File: src/rtl/register_file_pkg.sv
// Shared types and constants for the register_file array and its helpers.
package register_file_pkg;

  typedef enum logic [1:0] {
    ST_IDLE  = 2'd0,
    ST_CLEAR = 2'd1,
    ST_DONE  = 2'd2
  } state_e;

  // Every stored bit, and every read register bit, resets to this value.
  localparam logic RST_BIT = 1'b0;

endpackage

File: src/rtl/register_file_reg_word.sv
// One WIDTH-bit storage word: loads d_i on a clock edge with en_i high.
// Asynchronous active-low reset to the shared reset value.
module reg_word
  import register_file_pkg::*;
#(
  parameter int WIDTH = 8
) (
  input  logic             clk_i,
  input  logic             rst_ni,
  input  logic             en_i,
  input  logic [WIDTH-1:0] d_i,
  output logic [WIDTH-1:0] q_o
);

  logic [WIDTH-1:0] word_q;

  always_ff @(posedge clk_i or negedge rst_ni) begin
    if (!rst_ni) begin
      word_q <= {WIDTH{RST_BIT}};
    end else if (en_i) begin
      word_q <= d_i;
    end
  end

  assign q_o = word_q;

endmodule

File: src/rtl/register_file.sv
// DEPTH x WIDTH register array: one write port, two 1-cycle registered read ports with
// write-first bypass, and a DEPTH+1 cycle clear-all sequence that blocks writes while busy.
module register_file
  import register_file_pkg::*;
#(
  parameter  int WIDTH  = 8,
  parameter  int DEPTH  = 16,
  localparam int ADDR_W = $clog2(DEPTH)
) (
  input  logic              clk,
  input  logic              rst,
  input  logic              en,
  input  logic              we,
  input  logic [ADDR_W-1:0] waddr,
  input  logic [WIDTH-1:0]  wdata,
  input  logic [ADDR_W-1:0] raddr0,
  input  logic [ADDR_W-1:0] raddr1,
  output logic [WIDTH-1:0]  rdata0,
  output logic [WIDTH-1:0]  rdata1,
  input  logic              clr_req,
  output logic              busy,
  output logic              clr_done
);

  localparam logic [WIDTH-1:0]  ZERO_WORD = {WIDTH{RST_BIT}};
  localparam logic [ADDR_W-1:0] CNT_LAST  = ADDR_W'(DEPTH - 1);

  state_e            state_q;
  logic [ADDR_W-1:0] cnt_q;
  logic              busy_q;
  logic              clr_done_q;

  logic              wr_acc;
  logic              clearing;
  logic [DEPTH-1:0]  word_en;
  logic [WIDTH-1:0]  word_d;
  logic [WIDTH-1:0]  word_q [DEPTH];
  logic [WIDTH-1:0]  rdata0_d;
  logic [WIDTH-1:0]  rdata1_d;

  // Writes and the clear walk never overlap: a write needs busy low, the walk keeps it high.
  assign clearing = (state_q == ST_CLEAR);
  assign wr_acc   = en & we & ~busy_q;
  assign word_d   = clearing ? ZERO_WORD : wdata;

  always_comb begin
    word_en = '0;
    for (int i = 0; i < DEPTH; i++) begin
      word_en[i] = (wr_acc && (waddr == ADDR_W'(i))) ||
                   (clearing && (cnt_q == ADDR_W'(i)));
    end
  end

  for (genvar g = 0; g < DEPTH; g++) begin : g_word
    reg_word #(.WIDTH(WIDTH)) u_word (
      .clk_i  (clk),
      .rst_ni (rst),
      .en_i   (word_en[g]),
      .d_i    (word_d),
      .q_o    (word_q[g])
    );
  end

  // Read data reflects the array contents as they stand after this edge.
  always_comb begin
    rdata0_d = word_q[raddr0];
    if (wr_acc && (raddr0 == waddr)) begin
      rdata0_d = wdata;
    end else if (clearing && (raddr0 == cnt_q)) begin
      rdata0_d = ZERO_WORD;
    end
  end

  always_comb begin
    rdata1_d = word_q[raddr1];
    if (wr_acc && (raddr1 == waddr)) begin
      rdata1_d = wdata;
    end else if (clearing && (raddr1 == cnt_q)) begin
      rdata1_d = ZERO_WORD;
    end
  end

  reg_word #(.WIDTH(WIDTH)) u_rdata0 (
    .clk_i  (clk),
    .rst_ni (rst),
    .en_i   (en),
    .d_i    (rdata0_d),
    .q_o    (rdata0)
  );

  reg_word #(.WIDTH(WIDTH)) u_rdata1 (
    .clk_i  (clk),
    .rst_ni (rst),
    .en_i   (en),
    .d_i    (rdata1_d),
    .q_o    (rdata1)
  );

  always_ff @(posedge clk or negedge rst) begin
    if (!rst) begin
      state_q    <= ST_IDLE;
      cnt_q      <= '0;
      busy_q     <= 1'b0;
      clr_done_q <= 1'b0;
    end else begin
      case (state_q)
        ST_IDLE: begin
          clr_done_q <= 1'b0;
          if (clr_req) begin
            state_q <= ST_CLEAR;
            cnt_q   <= '0;
            busy_q  <= 1'b1;
          end
        end
        ST_CLEAR: begin
          cnt_q <= cnt_q + 1'b1;
          if (cnt_q == CNT_LAST) begin
            state_q    <= ST_DONE;
            clr_done_q <= 1'b1;
          end
        end
        ST_DONE: begin
          state_q    <= ST_IDLE;
          busy_q     <= 1'b0;
          clr_done_q <= 1'b0;
        end
        default: begin
          state_q    <= ST_IDLE;
          busy_q     <= 1'b0;
          clr_done_q <= 1'b0;
        end
      endcase
    end
  end

  assign busy     = busy_q;
  assign clr_done = clr_done_q;

endmodule

File: config.mk
export PLATFORM = sky130hd
export DESIGN_NAME = register_file
export DESIGN_NICKNAME = d
export VERILOG_FILES = /design/src/rtl/register_file_pkg.sv /design/src/rtl/register_file_reg_word.sv /design/src/rtl/register_file.sv
export SDC_FILE = /design/constraint.sdc
export NUM_CORES = 1
export LEC_CHECK = 0
export ABC_CLOCK_PERIOD_IN_PS = 2600
export CELL_PAD_IN_SITES_DETAIL_PLACEMENT = 1
export CELL_PAD_IN_SITES_GLOBAL_PLACEMENT = 2
export CORE_ASPECT_RATIO = 1.2
export CORE_MARGIN = 5
export CORE_UTILIZATION = 45
export DETAILED_ROUTE_END_ITERATION = 12
export DONT_BUFFER_PORTS = 1
export GPL_TIMING_DRIVEN = 0
export PLACE_DENSITY = 0.87
export RECOVER_POWER = 100
export SLEW_MARGIN = 10
export SYNTH_ARGS = -nofsm -noshare
export SYNTH_HDL_FRONTEND = slang
export SYNTH_SLANG_ARGS = --single-unit
export TNS_END_PERCENT = 50
File: constraint.sdc
create_clock -name clk -period 2.6 [get_ports clk]
set_input_delay 0.52 -clock clk [delete_from_list [all_inputs] [get_ports clk]]
set_output_delay 0.52 -clock clk [all_outputs]
set_load 0.005 [all_outputs]
==> results.md, run 1 <==
* Status: complete, but fails checks
* Failing checks: negative hold slack
* Pwr/cell area at approximately 1100 nW/µm²
* Seq pwr share at about two fifths
* Detailed Route Iter0 Violations at between 500 and 600
* Hold Slack at -0.215 ns
* Cell variety after synth at 38
* EDFF count, synth at 0
* R2R Setup Slk at 0.10 ns
* Fill cell total of the finished layout at approximately 1900
* Final Worst Setup Slack at approximately 0.10 ns
* RSZ-0062 raised after global routing: true
* Drt drc at 0
* Syn Nets at 690
* Via/cell ratio at approximately 6.6
* Die Wd at around 130 µm
* First-pass GRT wire length at 41.2 mm
* Synth-to-layout area growth at 11.3%
* GRT Overall Usage at 26.3%
* Critical Path, Cell by Cell: and4bb_1, nand2b_1, clkbuf_1, o22ai_2, mux2_2
* Dpl ws at -0.0295 ns
* Pint at between 6 and 7 mW
* RD Place Congestion at approximately 0.87
* Commonest non-fill, non-tap cells in the layout: 152 x dfrtp_1, 81 x nand2_1, 67 x o21ai_0
* Ports at 43
* CP required at 2.91 ns
* Gate power share at 33.5%
* Clock Latency Late Sink at between 0.4 and 0.5 ns
* Largest net degree at the start of global routing at 153
* Multi-input gate area at between 4000 and 5000 µm²
* Root Driver: clkbuf_16
* Nets at about 700
* CTS H-tree lvls at 4
* Syn. warnings at 0
* Vias in the first global route at 6577
* Fin crit share at approximately 96%
* Site row count at 54
* Routed Antenna Nets at 0
* Clock slew at reported path FFs at ~0.060 ns
* HP Class: in -> async
* FF+latch area at 3800 µm²
* CP arrival at about 2.8 ns
* Slew @ Worst Pin at ~1.1 ns
* Dpl hpwl at between 15 and 20 mm
* CTS max path bufs at 2
* Initial antenna violation count at 0
* Port-buffer cells at 0
* Top FF cell, synth: dfrtp_1
* Total clock sinks at around 150
* Post-synthesis cell count at between 600 and 700
* Sequential share of the synthesized area at around 46%
* CP startpoint kind: flip-flop
* RR Startpoint: busy$_DFFE_PN0P_
* Final WL at 26.7 mm
* Minimum clock period at 2.50 ns
* Share of post-route cells with drive strength above 1 at 28.2%
* Slew margin rel. at 28.7%
* Routed len/inst at 29.2 µm
* Fmax at about 0.4 GHz
* Pre-antenna DRT Iters at 7
* Final Util at approximately 50%
* R2R depth at 5
* Psw at around 3.5 mW
* Slowest stage delay, CP at a little under 0.8 ns
* Worst r2r dst: g_word[3].u_word.q_o[4]$_DFFE_PN0P_
* Peak supply drop at 0.000584 V
* Post-Synthesis Cell Area at between 8000 and 9000 µm²
* Crit Path Category: reg -> reg
* Switching Share at between 30% and 40%
* CTS tree: yes
* Die height at roughly 160 µm
* Starting Density at approximately 45%
* CTS buffer count at 17
* Commonest non-fill, non-tap cell in the layout: dfrtp_1
* Seq cells post-synth at about 150
* # diodes at 0
* Slowest cell on crit path: o22ai_2
* Max-cap viol count at 0
* Max Transition Viols Final at 0
* Critical Path Sink Type: flip-flop
* Die ar. at 21100 µm²
* Final hold vios at 152
* Via count at 6074
* Core ar. at about 18000 µm²
* Clock power frac at between 20% and 30%
* # setup viols final at 0
* Static leakage at 3.88 nW
* Syn_area_per_cell at approximately 12 µm²
* Final Skew at about 0.0091 ns
* Critical-path maximum fanout at 8
* Asr flop ratio synth at 100%
* Total gr overflow at 0
## worst max-delay path by stage
stage,from,to,slack [ns]
finish,busy$_DFFE_PN0P_,g_word[3].u_word.q_o[4]$_DFFE_PN0P_,0.10
global route,cnt_q[0]$_DFFE_PN0P_,g_word[8].u_word.q_o[6]$_DFFE_PN0P_,-0.04
CTS,cnt_q[0]$_DFFE_PN0P_,g_word[10].u_word.q_o[0]$_DFFE_PN0P_,0.01
detailed placement,raddr1[0],u_rdata1.q_o[1]$_DFFE_PN0P_,-0.03
global placement,raddr1[0],u_rdata1.q_o[6]$_DFFE_PN0P_,0.05
floorplan,raddr0[0],u_rdata0.q_o[1]$_DFFE_PN0P_,0.60
## worst max-delay path, delay by kind of cell (launching register included)
family                 cells  cell delay [ns]
AOI/OAI and AO/OA          1             0.78
buffers and inverters      1             0.19
DFF                        1             0.44
muxes                      1             0.43
and+or+nand+nor            2             0.53
## flip-flops by register name, summed over array words and instances, names as in the netlist
name and flops:
state_q 2, u_rdata1.q_o 8, busy 1, clr_done 1
u_rdata0.q_o 8, cnt_q 4, g_word.u_word.q_o 128
## cells by family (layout without fill, tap and decap cells)
group	after synthesis	after routing	synth area share, %
flip-flops	152	152	46.2
multiplexers	129	129	26.4
XOR/XNOR	16	16	1.70
AND/OR/NAND/NOR	146	146	8.24
buffers and inverters	59	90	3.13
adder cells (fa/ha/maj)	4	4	0.608
AO/OA/AOI/OAI	155	155	13.7
## final cells by class
cell class / instances / area share, %
inverters: 4 / 0.164
well taps: 224 / 3.06
multi-input cells: 450 / 46.0
clock buffers: 18 / 4.79
plain buffers: 55 / 2.61
flip-flops and latches: 152 / 41.5
clock inverters: 13 / 1.83
## metal layers
metal  up-vias  global-route usage (%)  wire length [µm]
met5         -                       0                 0
met4         0                    12.5              1250
met3        65                    5.63              1680
met2       231                    45.9             13700
met1      3224                    31.3             10100
li1       2554                       -                 -
## synth_stat cells, types with 4 or more instances
| cell | instances | area [µm²] |
|---|---|---|
| dfrtp_1 | 152 | 3800 |
| nand2_1 | 81 | 304 |
| o21ai_0 | 67 | 335 |
| mux4_2 | 64 | 1440 |
| mux2_2 | 63 | 709 |
| a22o_1 | 33 | 289 |
| clkbuf_1 | 28 | 105 |
| a32oi_1 | 24 | 210 |
| nor2_1 | 23 | 86.3 |
| buf_2 | 19 | 95.1 |
| o31ai_1 | 16 | 120 |
| and2_1 | 12 | 75.1 |
| xor2_1 | 10 | 87.6 |
| nor2b_1 | 8 | 50.1 |
| nand2b_1 | 6 | 37.5 |
| o22ai_2 | 6 | 75.1 |
| xnor2_1 | 6 | 52.6 |
| and3b_1 | 4 | 35.0 |
| buf_1 | 4 | 15.0 |
| ha_1 | 4 | 50.1 |
## power groups by stage
stage          Sequential [mW]  Clock (mW)  Combinational, mW
2_1_floorplan             3.66           0               2.38
3_3_place_gp              3.80           0               3.03
3_5_place_dp              3.93           0               3.20
4_1_cts                   3.91        2.62               3.24
5_1_grt                   4.03        2.73               3.52
6_report                  3.91        2.60               3.28
## repair_timing
action	CTS	global route
buffers inserted	0	0
setup endpoints to repair	7	36
endpoints found under the hold margin	152	152
gates resized for setup	1	6
pin swaps	0	0
## per-stage QoR
| step | hold slack [ns] | power, mW | area (µm²) | cells | TNS (ns) |
|---|---|---|---|---|---|
| floorplan | 0.224 | 6.04 | 8230 | 661 | 0 |
| global placement | 0.229 | 6.83 | 8510 | 885 | 0 |
| detailed placement | 0.230 | 7.13 | 8510 | 885 | -0.101 |
| CTS | -0.229 | 9.78 | 9130 | 916 | 0 |
| global route | -0.236 | 10.3 | 9160 | 916 | -0.245 |
| finish | -0.215 | 9.79 | 9160 | 916 | 0 |
(Power assumes the default switching activity.)
==> inputs of run 2 (changes only) <==
--- a/config.mk
+++ b/config.mk
@@ -5,19 +5,21 @@
 export SDC_FILE = /design/constraint.sdc
 export NUM_CORES = 1
 export LEC_CHECK = 0
+export ABC_AREA = 0
 export ABC_CLOCK_PERIOD_IN_PS = 2600
 export CELL_PAD_IN_SITES_DETAIL_PLACEMENT = 1
 export CELL_PAD_IN_SITES_GLOBAL_PLACEMENT = 2
 export CORE_ASPECT_RATIO = 1.2
 export CORE_MARGIN = 5
-export CORE_UTILIZATION = 45
+export CORE_UTILIZATION = 48
 export DETAILED_ROUTE_END_ITERATION = 12
 export DONT_BUFFER_PORTS = 1
 export GPL_TIMING_DRIVEN = 0
-export PLACE_DENSITY = 0.87
+export PLACE_DENSITY = 0.88
 export RECOVER_POWER = 100
 export SLEW_MARGIN = 10
 export SYNTH_ARGS = -nofsm -noshare
 export SYNTH_HDL_FRONTEND = slang
+export SYNTH_HIERARCHICAL = 1
 export SYNTH_SLANG_ARGS = --single-unit
 export TNS_END_PERCENT = 50
==> run 2 against run 1 <==
The flow still finishes with violations (negative hold slack). Area after synthesis increased by 9.2%. Utilization increased by 0.91 points. Clock power about the same. Critical path depth increased by 1. Non-clock buffer count decreased by 11. Combinational power about the same. Worst setup slack got worse by 0.039 ns. Die area increased by 2.3%. Sequential cell count unchanged. Critical endpoint is now u_rdata0/q_o[6]$_DFFE_PN0P_.
==> results.md, run 2 <==
* Complex-gate fraction of the synthesized area at 6.25% (-7.5 points)
* Cell variety after synth at 39 (+2.6%)
* Top FF cell, synth: dfrtp_1
* Slew margin rel. at 28.2% (-0.52 points)
* Root Driver: clkbuf_16
* Max-cap viol count at 0 (unchanged)
* Ports at 43 (unchanged)
* Port-buffer cells at 0 (unchanged)
* Pre-antenna DRT Iters at 5 (-2)
* Post-route cell area at 9430 µm² (+2.9%)
* Failing checks: negative hold slack
* Clock Latency Late Sink at 0.43 ns (about the same)
* Multiplexer share of the synthesized area at 40.5% (+14 points)
* Fill cell total of the finished layout at 1790 (-4.2%)
* CP required at 2.92 ns (about the same)
* CTS buffer count at 17 (unchanged)
* Crit Path Category: reg -> reg
* # setup viols final at 0 (unchanged)
* HP Class: in -> async
* Largest net degree at the start of global routing at 153 (unchanged)
* CP arrival at 2.85 ns (+0.05 ns)
* Leading area contributor after synthesis: dfrtp_1
* Hold Slack at -0.220 ns (-0.00511 ns)
* Share of post-route cells with drive strength above 1 at 22.6% (-5.6 points)
* Clock slew at reported path FFs at 0.06 ns (about the same)
* Asr flop ratio synth at 100% (unchanged)
* Commonest non-fill, non-tap cell in the layout: dfrtp_1
* Starting Density at 49.1% (+3.7 points)
* CTS max path bufs at 2 (unchanged)
* RD Place Congestion at 0.851 (-1.8%)
* Die ar. at 21600 µm² (+2.3%)
* DP Area at 9310 µm² (+9.4%)
* First-pass GRT wire length at 41.0 mm (-0.40%)
* Most frequent cells after synthesis: 152 x dfrtp_1, 144 x mux2_4, 57 x mux4_2, 25 x a22o_1, 22 x buf_6
* Detailed Route Iter0 Violations at 526 (-1.3%)
* Site row count at 54 (unchanged)
* CTS H-tree lvls at 4 (unchanged)
* Post-Synth XOR/XNOR Area at 1.56% (-0.14 points)
* Seq cells post-synth at 152 (unchanged)
* Synth Area in Adders at 0.557% (-0.051 points)
* Synth-to-layout area growth at 4.88%
* Commonest non-fill, non-tap cells in the layout: 152 x dfrtp_1, 131 x mux2_1, 57 x mux4_2
* Peak supply drop at 0.000512 V (-12%)
* Final hold vios at 152 (unchanged)
* CP startpoint kind: flip-flop
* Final Skew at 0.00803 ns (-0.00107 ns)
* Static leakage at 4.37 nW (+13%)
* Final WL at 27.0 mm (+0.84%)
* Top-count cell post-synth: dfrtp_1
* GRT Overall Usage at 25.8% (-0.50 points)
* Multi-input gate area at 4300 µm² (+2.1%)
* RSZ-0062 raised after global routing: false
* Top Layer Used: met4
* Final Total Pwr at 9.91 mW (+1.2%)
* Post-Synthesis Cell Area at 8990 µm² (+9.2%)
* Routed len/inst at 31.2 µm (+7.0%)
* Final Util at 51.5% (+0.91 points)
* Via count at 5632 (-7.3%)
* Initial antenna violation count at 0 (unchanged)
* EDFF count, synth at 0 (unchanged)
* # diodes at 0 (unchanged)
* Minimum clock period at 2.53 ns (+0.0394 ns)
* FF+latch area at 3800 µm² (unchanged)
* Post-synthesis cell count at 581 (-12%)
* Slew @ Worst Pin at 1.07 ns (+0.00892 ns)
* CTS tree: yes
* Simple-Gate Fraction of Synth Area at 4.49% (-3.7 points)
* Die height at 160 µm (+1.1%)
* Met3 WL at 1.78 mm (+6.3%)
* Synth top area cells: dfrtp_1 42%, mux2_4 24%, mux4_2 14%
* Routed Antenna Nets at 0 (unchanged)
* Pwr/cell area at 1050 nW/µm² (-1.7%)
* Die Wd at 135 µm (+1.1%)
* Met2 wire len at 13.4 mm (-2.6%)
* Sequential share of the synthesized area at 42.3% (-3.9 points)
* Vias in the first global route at 6303 (-4.2%)
* Syn. warnings at 6 (+6)
* Fmax at 0.394 GHz (-1.6%)
* Top cell type's share of synthesized area at 42.3% (-3.9 points)
* Largest register FFs at 128 (unchanged)
* Syn Nets at 610 (-12%)
* Fin crit share at 97.5% (+1.5 points)
* Critical Path Sink Type: flip-flop
* WL met1 at 10.2 mm (+1.3%)
* Nets at 629 (-11%)
* Via/cell ratio at 6.53 (-1.6%)
* Drt drc at 0 (unchanged)
* Critical-path maximum fanout at 9 (+1)
* Dpl hpwl at 17.9 mm (-2.2%)
* Max Transition Viols Final at 0 (unchanged)
* Status: complete, but fails checks
* Total gr overflow at 0 (unchanged)
* Largest family of logic cells by synthesized area: multiplexers
* Total clock sinks at 152 (unchanged)
* Syn_area_per_cell at 15.5 µm² (+24%)
* Core ar. at 18300 µm² (+1.1%)
run 2: cell count changes after synthesis, moves of 8 or more:
| cell | change |
|---|---|
| mux2_2 | -63 |
| nand2_1 | -62 |
| o31ai_1 | -8 |
| buf_6 | +22 |
| buf_2 | -11 |
| a22oi_1 | +16 |
| mux2_4 | +144 |
| o22ai_1 | +16 |
| o21ai_0 | -64 |
| a32oi_1 | -24 |
| nand3_1 | +8 |
| clkbuf_1 | -22 |
| a22o_1 | -8 |
run 2: kinds of logic after synthesis:
logic type                 Yosys count
DFF                                152
AOI/OAI and AO/OA                   74
adders and majority gates            4
muxes                              209
and+or+nand+nor                     79
buffers and inverters               47
xor gates and xnor gates            16
run 2: final timing paths:
path,start,end,slack [ns],depth (start not counted)
setup / recovery,busy$_DFFE_PN0P_,u_rdata0/q_o[6]$_DFFE_PN0P_,0.07,6
hold / removal,rst,g_word[2].u_word/q_o[7]$_DFFE_PN0P_,-0.22,0
setup reg to reg,busy$_DFFE_PN0P_,u_rdata0/q_o[6]$_DFFE_PN0P_,0.07,6
hold reg to reg,g_word[4].u_word/q_o[4]$_DFFE_PN0P_,g_word[4].u_word/q_o[4]$_DFFE_PN0P_,0.51,1
max in group asynchronous,rst,u_rdata1/q_o[0]$_DFFE_PN0P_,2.51,0
min in group clk,clr_req,busy$_DFFE_PN0P_,0.26,2
run 2: area by class of cell:
type                            instances  area share [%]
Multi-Input combinational cell        382            45.6
Sequential cell                       152            40.3
Clock buffer                           19            4.70
Buffer                                 44            4.03
Tap cell                              252            3.34
Clock inverter                         11            1.83
Inverter                                3           0.119
run 2: timing repair:
item | CTS | global route
buffers inserted | 0 | 0
endpoints found under the hold margin | 152 | 152
gates resized for setup | 0 | 0
run 2: critical path, cell delays in order, from the launching register on:
cell      delay, ns
dfrtp_1        0.45
nand3b_1       0.34
nor4_4         0.67
and2_0         0.20
buf_2          0.26
o31ai_1        0.18
mux2_4         0.32
run 2: metal layers:
layer,vias up,global-route usage [%]
met2,277,42.4
met4,0,13.6
li1,2286,-
met1,2972,31.8
met5,-,0
met3,97,5.76
run 2: per-stage QoR:
step | instances | hold WS, ns | setup WS [ns] | setup TNS, ns
floorplan | 581 | 0.224 | 0.496 | 0
global placement | 833 | 0.231 | -0.275 | -1.19
detailed placement | 833 | 0.229 | -0.301 | -1.85
CTS | 863 | -0.235 | 0.140 | 0
global route | 863 | -0.238 | 0.0438 | 0
finish | 863 | -0.220 | 0.0651 | 0
run 2: report_power, final:
| part | internal [mW] | switching [mW] |
|---|---|---|
| combinational | 1.64 | 1.66 |
| sequential | 3.22 | 0.752 |
| clock | 1.63 | 1.01 |
